**src/rtl/rptr_empty_fwft.sv**
```systemverilog
// Read-side pointer/empty/level control for the dual-clock FIFO, with a first-word-fall-through output register.
// A word needs one edge to clear rempty and one more to reach rdata. rdata/rvalid hold while rvalid & ~rready.
module rptr_empty_fwft #(
    parameter int ADDRSIZE      = 4,
    parameter int DATASIZE      = 8,
    parameter int AEMPTY_THRESH = 1
) (
    input  logic                rclk,
    input  logic                rrst_n,
    input  logic [ADDRSIZE:0]   rq2_wptr,
    input  logic [DATASIZE-1:0] rmem_data,
    input  logic                rready,
    output logic [ADDRSIZE-1:0] raddr,
    output logic [ADDRSIZE:0]   rptr,
    output logic                rempty,
    output logic                raempty,
    output logic [ADDRSIZE:0]   rlevel,
    output logic                rvalid,
    output logic [DATASIZE-1:0] rdata
);

    localparam logic [ADDRSIZE:0] AE_TH = AEMPTY_THRESH[ADDRSIZE:0];
    localparam logic [ADDRSIZE:0] DEPTH = {1'b1, {ADDRSIZE{1'b0}}};

    logic [ADDRSIZE:0] r_rbin;
    logic [ADDRSIZE:0] w_rbinnext;
    logic [ADDRSIZE:0] w_rgraynext;
    logic [ADDRSIZE:0] w_wbin_s;
    logic [ADDRSIZE:0] w_diff;
    logic              w_mem_pop;

    // Refill the output register whenever it is empty or being drained this cycle.
    assign w_mem_pop   = ~rempty & (~rvalid | rready);
    assign w_rbinnext  = r_rbin + {{ADDRSIZE{1'b0}}, w_mem_pop};
    assign w_rgraynext = (w_rbinnext >> 1) ^ w_rbinnext;
    assign raddr       = r_rbin[ADDRSIZE-1:0];

    always_comb begin
        w_wbin_s = '0;
        for (int i = 0; i <= ADDRSIZE; i++) begin
            w_wbin_s[i] = ^(rq2_wptr >> i);
        end
    end

    assign w_diff = w_wbin_s - w_rbinnext;

    always_ff @(posedge rclk or negedge rrst_n) begin
        if (!rrst_n) begin
            r_rbin  <= '0;
            rptr    <= '0;
            rempty  <= 1'b1;
            raempty <= 1'b1;
            rlevel  <= '0;
            rvalid  <= 1'b0;
            rdata   <= '0;
        end else begin
            r_rbin  <= w_rbinnext;
            rptr    <= w_rgraynext;
            rempty  <= (w_rgraynext == rq2_wptr);
            rlevel  <= w_diff;
            raempty <= (w_diff <= AE_TH);
            if (w_mem_pop) begin
                rdata  <= rmem_data;
                rvalid <= 1'b1;
            end else if (rvalid && rready) begin
                rvalid <= 1'b0;
            end
        end
    end

    // A larger gap means the write side overran wfull.
    a_diff_bound: assert property (@(posedge rclk) disable iff (!rrst_n) w_diff <= DEPTH)
        else $error("rptr_empty_fwft: write pointer more than depth ahead of read pointer");

endmodule
```
**config.mk**
```make
export PLATFORM = sky130hd
export DESIGN_NAME = rptr_empty_fwft
export DESIGN_NICKNAME = d
export VERILOG_FILES = /design/src/rtl/rptr_empty_fwft.sv
export SDC_FILE = /design/constraint.sdc
export NUM_CORES = 1
export LEC_CHECK = 0
export CORE_MARGIN = 3
export CORE_UTILIZATION = 38
export DETAILED_ROUTE_END_ITERATION = 7
export GPL_TIMING_DRIVEN = 0
export PLACE_DENSITY = 0.68
export SETUP_SLACK_MARGIN = 0.3
export SLEW_MARGIN = 20
export SYNTH_ARGS = -nofsm -noshare
export SYNTH_HDL_FRONTEND = slang
export SYNTH_SLANG_ARGS = --single-unit
```
**constraint.sdc**
```tcl
create_clock -name rclk -period 4 [get_ports rclk]
set_input_delay 0.6 -clock rclk [delete_from_list [all_inputs] [get_ports rclk]]
set_output_delay 0.6 -clock rclk [all_outputs]
set_load 0.05 [all_outputs]
```
-- Word-level counts from Yosys, hierarchy flattened
Cells that the tools add are included.
W data, S select, Z words.
- bits in registers: 26
- word-level logic and storage cells: 25
- add/sub/neg operators: 2
- $lt $le $gt $ge: 1
- eq/ne operators: 1
- muxes and demuxes: 2
- bitwise gates (word level): 5
- reduce and logical (&&, ||, !) cells: 7
- operators with widths (kind ; count):
    $reduce_xor A5 Y1 ; 5
    $add A5 B1 Y5 ; 1
    $eq A5 B5 Y1 ; 1
    $le A5 B1 Y1 const B ; 1
    $sub A5 B5 Y5 ; 1
    $xor A4 B5 Y5 ; 1
    $mux W1 ; 2
    $not A1 Y1 ; 2
    $reduce_bool A2 Y1 ; 1
    $and A1 B1 Y1 ; 1
    $logic_and A1 B1 Y1 ; 1
    $or A1 B1 Y1 ; 1

-- Logic depth before layout (Yosys ltp)
Gate-level depths: netlist of the first run.
- depth in word-level cells: 6
- gate-level depth with buffers: 12

-- Worst setup path before layout of the first run
No wires, ideal clock.
- kind: reg-to-reg
- start: register rvalid
- end: register raempty
- arrival time: 3.136 ns
- data required time: 3.910 ns
- slack: 0.774 ns
- cell stages (with the launch flop): 11
- buffers on the path: 0
- period minus slack after synthesis: 3.226 ns
- path through: dfrtp_1 > a21oi_1 > ha_1 > ha_1 > xnor2_1 > ha_1 > inv_1 > o31a_1 > maj3_2 > xnor2_2 > nor4_2
- cells in the longest elaborated chain, start to end: 6
- RTL lines (item ; line ; source):
    start, declared ; 18 ; output logic rvalid,
    start signal, assigned ; 54 ; rvalid <= 1'b0;
    start signal, assigned ; 64 ; rvalid <= 1'b1;
    start signal, assigned ; 66 ; rvalid <= 1'b0;
    $not A1 Y1 ; 33 ; assign w_mem_pop = ~rempty & (~rvalid | rready);
    $or A1 B1 Y1 ; 33 ;
    $and A1 B1 Y1 ; 33 ;
    named net w_mem_pop ; 30 ; logic w_mem_pop;
    $add A5 B1 Y5 ; 34 ; assign w_rbinnext = r_rbin + {{ADDRSIZE{1'b0}}, w_mem_pop};
    $sub A5 B5 Y5 ; 45 ; assign w_diff = w_wbin_s - w_rbinnext;
    named net w_diff[4] ; 29 ; logic [ADDRSIZE:0] w_diff;
    $le A5 B1 Y1 ; 61 ; raempty <= (w_diff <= AE_TH);
    end signal, assigned ; 61 ;
    end, declared ; 16 ; output logic raempty,
The timed path passes the listed nets, and every way through them passes these cells.
A chain may end at the register's enable or synchronous reset.

-- Worst setup path in the final report of the first run
- start: input rready
- end: register raempty
- cells in the longest elaborated chain, start to end: 5
- RTL lines (item ; line ; source):
    start, declared ; 12 ; input logic rready,
    $or A1 B1 Y1 ; 33 ;
    $and A1 B1 Y1 ; 33 ;
    named net w_mem_pop ; 30 ;
    $add A5 B1 Y5 ; 34 ;
    $sub A5 B5 Y5 ; 45 ;
    named net w_diff[4] ; 29 ;
    $le A5 B1 Y1 ; 61 ;
The timed path passes the listed nets, and every way through them passes these cells.

==> metrics.md, run 1 <==
| Metric | Value |
|---|---|
| Max Fanout on Critical Path | `9` |
| Post-Route Skew | `~0.0031 ns` |
| Leading area contributor after synthesis | `dfrtp_1` |
| RSZ-0062 raised after global routing | `false` |
| CP Class | `primary input to flip-flop` |
| CP required | `~4.2 ns` |
| N_diodes | `0` |
| Max-Cap Viols | `0` |
| CP startpoint | `rready` |
| Vias in the first global route | `between 700 and 800` |
| Root Driver | `clkbuf_4` |
| Area Growth Syn to Fin | `40.9%` |
| Final Critical Period | `around 3.4 ns` |
| Yosys Warn Count | `0` |
| Total GRT Usage | `0.119` |
| # fillers | `~250` |
| # DRC | `0` |
| Main synth FF type | `dfrtp_1` |
| Worst Hold Class | `primary input to asynchronous set/reset pin` |
| Number of flops mapped to enable cells by yosys | `0` |
| Clock Tree Buf Depth | `2` |
| Tcrit/Tclk final | `0.860` |
| Drt wl/cell | `~13 um` |
| Drt total wl | `~2000 um` |
| Largest cells by area after synthesis | `dfrtp_1, xnor2_1, mux2_2, xor2_1, ha_1` |
| Least-Margin Pin Slew | `around 0.6 ns` |
| Total gr overflow | `0` |
| Cell Area, Synth | `approximately 0.0011 mm^2` |
| Worst-Skew Late Latency | `0.30 ns` |
| Register-to-register setup slack | `between 0.9 and 1 ns` |
| Distinct cell type count after synthesis | `19` |
| Max-slew violations | `0` |
| Initial Utilization | `0.405` |
| Top-area cell type share of the netlist area | `0.507` |
| Die width | `around 61 um` |
| Avg Inst Size Synth | `13.5 um^2` |
| Status | `finished clean` |
| Die Y | `slightly above 60 um` |
| Antenna Nets Post-Route | `0` |
| Post-CTS setup buffer count | `0` |
| Top-count cell post-synth | `dfrtp_1` |
| Final layout net count | `150` |
| First-pass detailed-route iteration total | `4` |
| Final setup vio count | `0` |
| Final number of hold-violating endpoints | `0` |
| FP Rows | `19` |
| Worst R2R End | `raempty` |
| Largest net degree at the start of global routing | `26` |
| Syn Nets | `105` |
| Fmax | `around 0.29 GHz` |
| Die area | `about 0.0037 mm^2` |
| Num CTS Buffers | `3` |
| Slew HR | `0.600` |
| First-pass GRT wire length | `around 3200 um` |
| Initial DRC Count | `12` |
| Crit path capture | `raempty` |
| TritonCTS Sinks | `25` |
| Core ar. | `0.00281 mm^2` |
| GPL Wtd Cong | `between 0.7 and 0.8` |
| Worst EP arrival | `~3.7 ns` |
| Initial antenna violation count | `0` |
| Sequential area share after synthesis | `0.553` |
| Crit path launch type | `primary input` |
| Number of port buffers | `40` |
| DR vias/cell | `4.70` |
| Detailed-route via count | `748` |
| Reg2Reg Depth | `10` |
| Asr flop ratio synth | `1.00` |
| Io pins | `41` |
| Synth Instances | `84` |
| CTS tree | `built` |
| Clock Pin Slew Worst Setup and Hold Paths | `about 0.12 ns` |
| Fraction of layout cells with a size suffix above 1 | `0.172` |
| R2R Path Start | `rvalid` |
| Register bit count reported by yosys | `25` |
| Fin Hold WS | `approximately 0.26 ns` |
| H-tree level count | `1` |
| Post-DP HPWL | `between 1500 and 2000 um` |
| Commonest cells in the netlist | `dfrtp_1, xnor2_1, mux2_2, xor2_1, inv_1` |
| CP Capture Type | `flip-flop` |
## critical path, stage by stage
cell,delay [ns]
clkdlybuf4s50_1,0.47
inv_1,0.05
a21oi_2,0.42
ha_1,0.27
ha_1,0.18
xnor2_1,0.20
ha_1,0.41
inv_1,0.08
o31a_1,0.29
maj3_2,0.33
xnor2_2,0.15
nor4_2,0.21
## worst min-delay path by stage
stage	slack, ns	to	cells past startpoint
after floorplan	0.30	r_rbin[0]	0
after global placement	0.45	rvalid	1
after detailed placement	0.47	rvalid	1
after CTS	0.50	rvalid	1
after global routing	0.28	rdata[2]	1
final	0.26	rdata[5]	1
## state kept, by name (all words and copies together) (netlist names)
register and cells:
r_rbin 5, raempty 1, rdata 8, rempty 1, rlevel 5, rptr 4, rvalid 1
## layer usage
layer	up-vias	wire length, um	GRT usage
met2	28	950	0.209
li1	366	-	-
met5	-	0	0
met4	0	8	0.0464
met3	2	168	0.0255
met1	352	893	0.141
## cells by family (layout without fill, tap and decap cells)
logic type,count (synthesis),count (layout),synth area share
buffers and inverters,8,52,0.0265
adders and majority gates,7,7,0.0750
muxes,8,8,0.0794
and+or+nand+nor,8,8,0.0408
AOI/OAI and AO/OA,6,6,0.0353
DFF,25,25,0.553
xor gates and xnor gates,22,22,0.190
## what timing repair did
action,CTS,global route
endpoints found under the hold margin,0,0
setup endpoints to repair,1,0
resized for setup,1,0
hold buffers,0,0
## layout make-up
type / count / area (um^2) / share of cell area
buffer: 1 / 3.75 / 0.00235
clock buffer: 4 / 26.3 / 0.0164
inverter: 7 / 26.3 / 0.0164
multi-input combinational: 51 / 480 / 0.300
sequential: 25 / 628 / 0.393
tap: 31 / 38.8 / 0.0243
timing repair buffer: 40 / 395 / 0.247
## through the flow
stage	area, um^2	setup slack (ns)	setup TNS (ns)	utilization	std cells
2_1_floorplan	1130	0.774	0	-	84
3_3_place_gp	1570	-0.0285	-0.0285	0.561	155
3_5_place_dp	1570	-0.0651	-0.0651	0.561	155
4_1_cts	1600	0.526	0	0.572	159
5_1_grt	1600	0.387	0	0.570	159
6_report	1600	0.558	0	0.570	159
## cell usage in the layout, fill, tap and decap left out
cell type | netlist | routed
clkdlybuf4s50_1 | 0 | 39
and3_1 | 1 | 1
clkbuf_4 | 0 | 3
dfstp_2 | 2 | 2
buf_2 | 0 | 1
nor3_1 | 2 | 2
dfrtp_1 | 23 | 23
maj3_2 | 2 | 2
xnor2_2 | 3 | 3
mux2_2 | 8 | 8
ha_1 | 5 | 5
nor2_1 | 2 | 2
o21ai_0 | 2 | 2
a21oi_2 | 0 | 1
xor2_1 | 8 | 8
nor4_2 | 1 | 1
o31a_1 | 1 | 1
nand3_1 | 2 | 2
a21oi_1 | 2 | 1
clkbuf_1 | 1 | 2
o21bai_2 | 1 | 1
xnor2_1 | 11 | 11
inv_1 | 7 | 7
Power of run 1 is left out: the tool's default activity adds up to more than one toggle a clock period on the data nets, which glitch-free logic cannot reach.
==> run 2: changes to the inputs <==
==> constraint.sdc (replaced) <==
create_clock -name rclk -period 3.3 [get_ports rclk]
set_input_delay 0.495 -clock rclk [delete_from_list [all_inputs] [get_ports rclk]]
set_output_delay 0.495 -clock rclk [all_outputs]
set_load 0.05 [all_outputs]
==> metrics.md, run 2 (synthesis results as in run 1) <==
| Metric | Value |
|---|---|
| Drt total wl | `between 2000 and 2500 um` |
| Core ar. | `roughly 0.0028 mm^2` |
| Final layout net count | `~150` |
| Vias in the first global route | `approximately 700` |
| Final cell count without fillers | `160` |
| First-pass detailed-route iteration total | `3` |
| Total GRT Usage | `0.118` |
| Max-Cap Viols | `0` |
| Worst EP arrival | `3.11 ns` |
| CTS tree | `built` |
| Final setup margin | `approximately 0.41 ns` |
| FP Rows | `19` |
| Final setup vio count | `0` |
| Post-Route Skew | `approximately 0.0052 ns` |
| Num CTS Buffers | `3` |
| Fraction of layout cells with a size suffix above 1 | `0.225` |
| Drt wl/cell | `about 13 um` |
| Final number of hold-violating endpoints | `0` |
| GPL Wtd Cong | `between 0.7 and 0.8` |
| Tcrit/Tclk final | `0.876` |
| Number of port buffers | `40` |
| Initial DRC Count | `5` |
| Die Y | `60.7 um` |
| Worst Setup Slack post-DPL | `-0.404 ns` |
| Multi-input logic area | `529 um^2` |
| DR vias/cell | `~4.6` |
| CP required | `around 3.5 ns` |
| Most frequent cells in the layout | `clkdlybuf4s50_1, dfrtp_1, xnor2_1` |
| Status | `finished clean` |
| Dpl cells | `about 160` |
| Worst-Skew Late Latency | `~0.3 ns` |
| RSZ-0062 raised after global routing | `false` |
| Root Driver | `clkbuf_4` |
| CP Class | `primary input to flip-flop` |
| Total gr overflow | `0` |
| Die area | `0.00368 mm^2` |
| Initial antenna violation count | `0` |
| Max reg flops | `8` |
| Hold-fix buffers, CTS | `0` |
| Detailed-route via count | `~730` |
| Io pins | `around 40` |
| Area Growth Syn to Fin | `46.1%` |
| Die width | `approximately 60 um` |
| Biggest registers after layout | `rdata (8), r_rbin (5), rlevel (5)` |
| Worst Hold Class | `primary input to asynchronous set/reset pin` |
| Max-slew violations | `0` |
| H-tree level count | `1` |
| Most common cell after layout, fill and taps aside | `clkdlybuf4s50_1` |
| CP Capture Type | `flip-flop` |
| # fillers | `roughly 250` |
| Final Critical Period | `between 2 and 3 ns` |
| Slew HR | `0.627` |
| Largest net degree at the start of global routing | `26` |
| TritonCTS Sinks | `25` |
| Clock Tree Buf Depth | `2` |
| # DRC | `0` |
| Antenna Nets Post-Route | `0` |
| Fmax | `0.346 GHz` |
| Clock Pin Slew Worst Setup and Hold Paths | `between 0.1 and 0.15 ns` |
| First-pass GRT wire length | `between 3000 and 4000 um` |
| Register-to-register setup slack | `between 0.6 and 0.7 ns` |
| Top reg by flops | `rdata` |
| Crit path launch type | `primary input` |
| Max Fanout on Critical Path | `5` |
| Least-Margin Pin Slew | `roughly 0.56 ns` |
| Register cell area after layout | `between 600 and 700 um^2` |
| Initial Utilization | `0.405` |
| Post-DP HPWL | `1580 um` |
| N_diodes | `0` |
==> run 2: what timing repair did <==
item | 4_1_cts | 5_1_grt
resized for setup | 2 | 7
endpoints found under the hold margin | 0 | 0
endpoints found under the setup margin | 2 | 1
pin swaps | 2 | 1
buffers inserted | 1 | 0
==> run 2: stage by stage <==
stage | utilization | instance area (um^2) | TNS (ns) | hold slack [ns]
2_1_floorplan | - | 1140 | 0 | 0.199
3_3_place_gp | 0.563 | 1580 | -0.572 | 0.459
3_5_place_dp | 0.563 | 1580 | -0.631 | 0.464
4_1_cts | 0.580 | 1630 | 0 | 0.504
5_1_grt | 0.591 | 1660 | 0 | 0.168
6_report | 0.591 | 1660 | 0 | 0.152
==> run 2: worst paths after layout <==
| check | end | depth (start not counted) | start |
|---|---|---|---|
| setup / recovery | raempty | 12 | rready |
| hold / removal | r_rbin[4] | 1 | rrst_n |
| setup reg to reg | raempty | 11 | rempty |
| hold reg to reg | rvalid | 1 | rempty |
| max in group asynchronous | rvalid | 1 | rrst_n |
| min in group rclk | rvalid | 1 | rempty |
==> run 2: per-layer routing <==
metal / track usage / wire length [um] / vias to the layer above
met5: 0 / 0 / -
met4: 0.0372 / 12 / 0
met3: 0.0362 / 165 / 2
met2: 0.189 / 962 / 28
met1: 0.152 / 923 / 336
li1: - / - / 366
==> run 2: final cells by class <==
class	count	area share
Multi-Input combinational cell	51	0.319
Clock buffer	4	0.0158
Buffer	1	0.00302
Inverter	7	0.0158
Timing Repair Buffer	41	0.243
Sequential cell	25	0.380
Tap cell	31	0.0234
==> run 2: worst max-delay path: stages <==
cell and delay, ns:
clkdlybuf4s50_1 0.47, inv_1 0.07, a21oi_4 0.18, ha_1 0.19, ha_2 0.24, xnor2_4 0.13
ha_4 0.30, inv_1 0.05, o31a_1 0.28, maj3_2 0.33, xnor2_2 0.15, nor4_2 0.22
Power of run 2 is left out for the same reason.
==> run 3: changes to the inputs <==
--- a/config.mk
+++ b/config.mk
@@ -6,11 +6,11 @@
 export NUM_CORES = 1
 export LEC_CHECK = 0
 export CORE_MARGIN = 3
-export CORE_UTILIZATION = 38
+export CORE_UTILIZATION = 35
 export DETAILED_ROUTE_END_ITERATION = 7
 export GPL_TIMING_DRIVEN = 0
-export PLACE_DENSITY = 0.68
-export SETUP_SLACK_MARGIN = 0.3
+export PLACE_DENSITY = 0.63
+export SETUP_SLACK_MARGIN = 0.1
 export SLEW_MARGIN = 20
 export SYNTH_ARGS = -nofsm -noshare
 export SYNTH_HDL_FRONTEND = slang
==> metrics.md, run 3 (synthesis results as in run 1) <==
| Metric | Value |
|---|---|
| Status | `finished clean` |
| DR vias/cell | `between 4 and 5` |
| First-pass GRT wire length | `~3600 um` |
| H-tree level count | `1` |
| Fmax | `0.336 GHz` |
| Top reg by flops | `rdata` |
| Io pins | `41` |
| FP Rows | `20` |
| Drt total wl | `around 2200 um` |
| GPL Wtd Cong | `between 0.7 and 0.8` |
| Post-DP HPWL | `1680 um` |
| Hold-fix buffers, CTS | `0` |
| Final setup vio count | `0` |
| Root Driver | `clkbuf_4` |
| Final number of hold-violating endpoints | `0` |
| Tcrit/Tclk final | `0.903` |
| Drt wl/cell | `approximately 12 um` |
| Critical path cell sequence | `clkdlybuf4s50_1, inv_1, a21oi_4, ha_1, ha_1, clkbuf_1, xor2_1, ha_1, a21oi_1, o31a_1, maj3_2, xnor2_2, nor4_2` |
| Fin Hold WS | `between 0.1 and 0.15 ns` |
| Initial DRC Count | `10` |
| Num CTS Buffers | `3` |
| CP peak stage delay | `roughly 0.4 ns` |
| Clock Pin Slew Worst Setup and Hold Paths | `~0.13 ns` |
| Register cell area after layout | `628 um^2` |
| Critical path's top delay family | `adder cells` |
| Clock Tree Buf Depth | `2` |
| Worst-Skew Late Latency | `0.31 ns` |
| Total gr overflow | `0` |
| Worst EP arrival | `3.21 ns` |
| Worst Setup Slack post-DPL | `-0.431 ns` |
| # fillers | `~290` |
| N_diodes | `0` |
| Die area | `0.00396 mm^2` |
| CP max stage cell | `clkdlybuf4s50_1` |
| Final Critical Period | `around 3.0 ns` |
| Multi-input logic area | `just under 500 um^2` |
| Number of port buffers | `40` |
| CP Capture Type | `flip-flop` |
| Max reg flops | `8` |
| Biggest registers after layout | `rdata (8), r_rbin (5), rlevel (5)` |
| Max-Cap Viols | `0` |
| Die width | `62.9 um` |
| Initial Utilization | `0.369` |
| Final layout net count | `around 150` |
| TritonCTS Sinks | `25` |
| Total GRT Usage | `0.113` |
| CP Buf/Inv Count | `3` |
| Grt met1 use | `0.130` |
| RSZ-0062 raised after global routing | `false` |
| First-pass detailed-route iteration total | `2` |
| Initial antenna violation count | `0` |
| Antenna Nets Post-Route | `0` |
| Worst Hold Class | `primary input to asynchronous set/reset pin` |
| Most frequent cells in the layout | `clkdlybuf4s50_1, dfrtp_1, xnor2_1` |
| CP required | `3.53 ns` |
| Area Growth Syn to Fin | `44.3%` |
| Slew HR | `0.594` |
| Core ar. | `0.00308 mm^2` |
| # DRC | `0` |
| Met2 usage | `0.192` |
| Largest net degree at the start of global routing | `26` |
| Least-Margin Pin Slew | `around 0.60 ns` |
| CTS tree | `built` |
| Crit path launch type | `primary input` |
| Max Fanout on Critical Path | `8` |
| Die Y | `62.9 um` |
| Routing usage on met3 | `0.0432` |
| Post-Route Skew | `between 0.003 and 0.004 ns` |
| Vias in the first global route | `a little under 800` |
| Final setup margin | `roughly 0.32 ns` |
| Most frequent cell on the critical path | `ha_1` |
| Max-slew violations | `0` |
| Layer with the highest usage | `met2` |
| Fraction of layout cells with a size suffix above 1 | `0.186` |
| Detailed-route via count | `~760` |
| Most common cell after layout, fill and taps aside | `clkdlybuf4s50_1` |
| CP Class | `primary input to flip-flop` |
run 3: cell types whose count changed in the layout (fill, tap and decap cells not counted), sizes merged:
cell / before / now
clkbuf: 4 / 5
buf: 3 / 2
run 3: path summary, 6_finish.rpt:
path / startpoint / slack [ns] / depth (start not counted) / to
worst max register to register: rempty / 0.47 / 11 / raempty
max in group asynchronous: rrst_n / 2.79 / 1 / raempty
worst min register to register: rempty / 0.51 / 1 / rvalid
worst min-delay path: rrst_n / 0.15 / 1 / rdata[7]
worst max-delay path: rready / 0.32 / 13 / raempty
min in group rclk: rempty / 0.51 / 1 / rvalid
run 3: through the flow:
step,std cells,setup TNS (ns),util,cell area (um^2)
floorplan,84,0,-,1140
global placement,168,-0.537,0.518,1590
detailed placement,168,-0.667,0.518,1590
CTS,173,0,0.531,1640
global route,173,0,0.532,1640
finish,173,0,0.532,1640
run 3: layout make-up:
| cell class | instances | area share |
|---|---|---|
| inverter | 7 | 0.0160 |
| buffer | 1 | 0.00229 |
| tap | 44 | 0.0336 |
| sequential | 25 | 0.383 |
| timing repair buffer | 41 | 0.246 |
| multi-input combinational | 51 | 0.303 |
| clock buffer | 4 | 0.0160 |
run 3: routing by layer:
metal / routed length (um) / share of wire
met2: 1040 / 0.48
met4: 0 / 0
met1: 938 / 0.43
met3: 182 / 0.084
met5: 0 / 0
run 3: repair_timing:
action | 4_1_cts | 5_1_grt
buffers inserted | 1 | 0
setup endpoints to repair | 2 | 1
pin swaps | 1 | 0
resized for setup | 1 | 1
run 3: worst register-to-register path: stages, from the launching register on:
cell	delay, ns
dfstp_2	0.58
a21oi_4	0.04
ha_1	0.21
ha_1	0.29
clkbuf_1	0.34
xor2_1	0.20
ha_1	0.20
a21oi_1	0.07
o31a_1	0.11
maj3_2	0.33
xnor2_2	0.15
nor4_2	0.22
Power of run 3 is left out for the same reason.
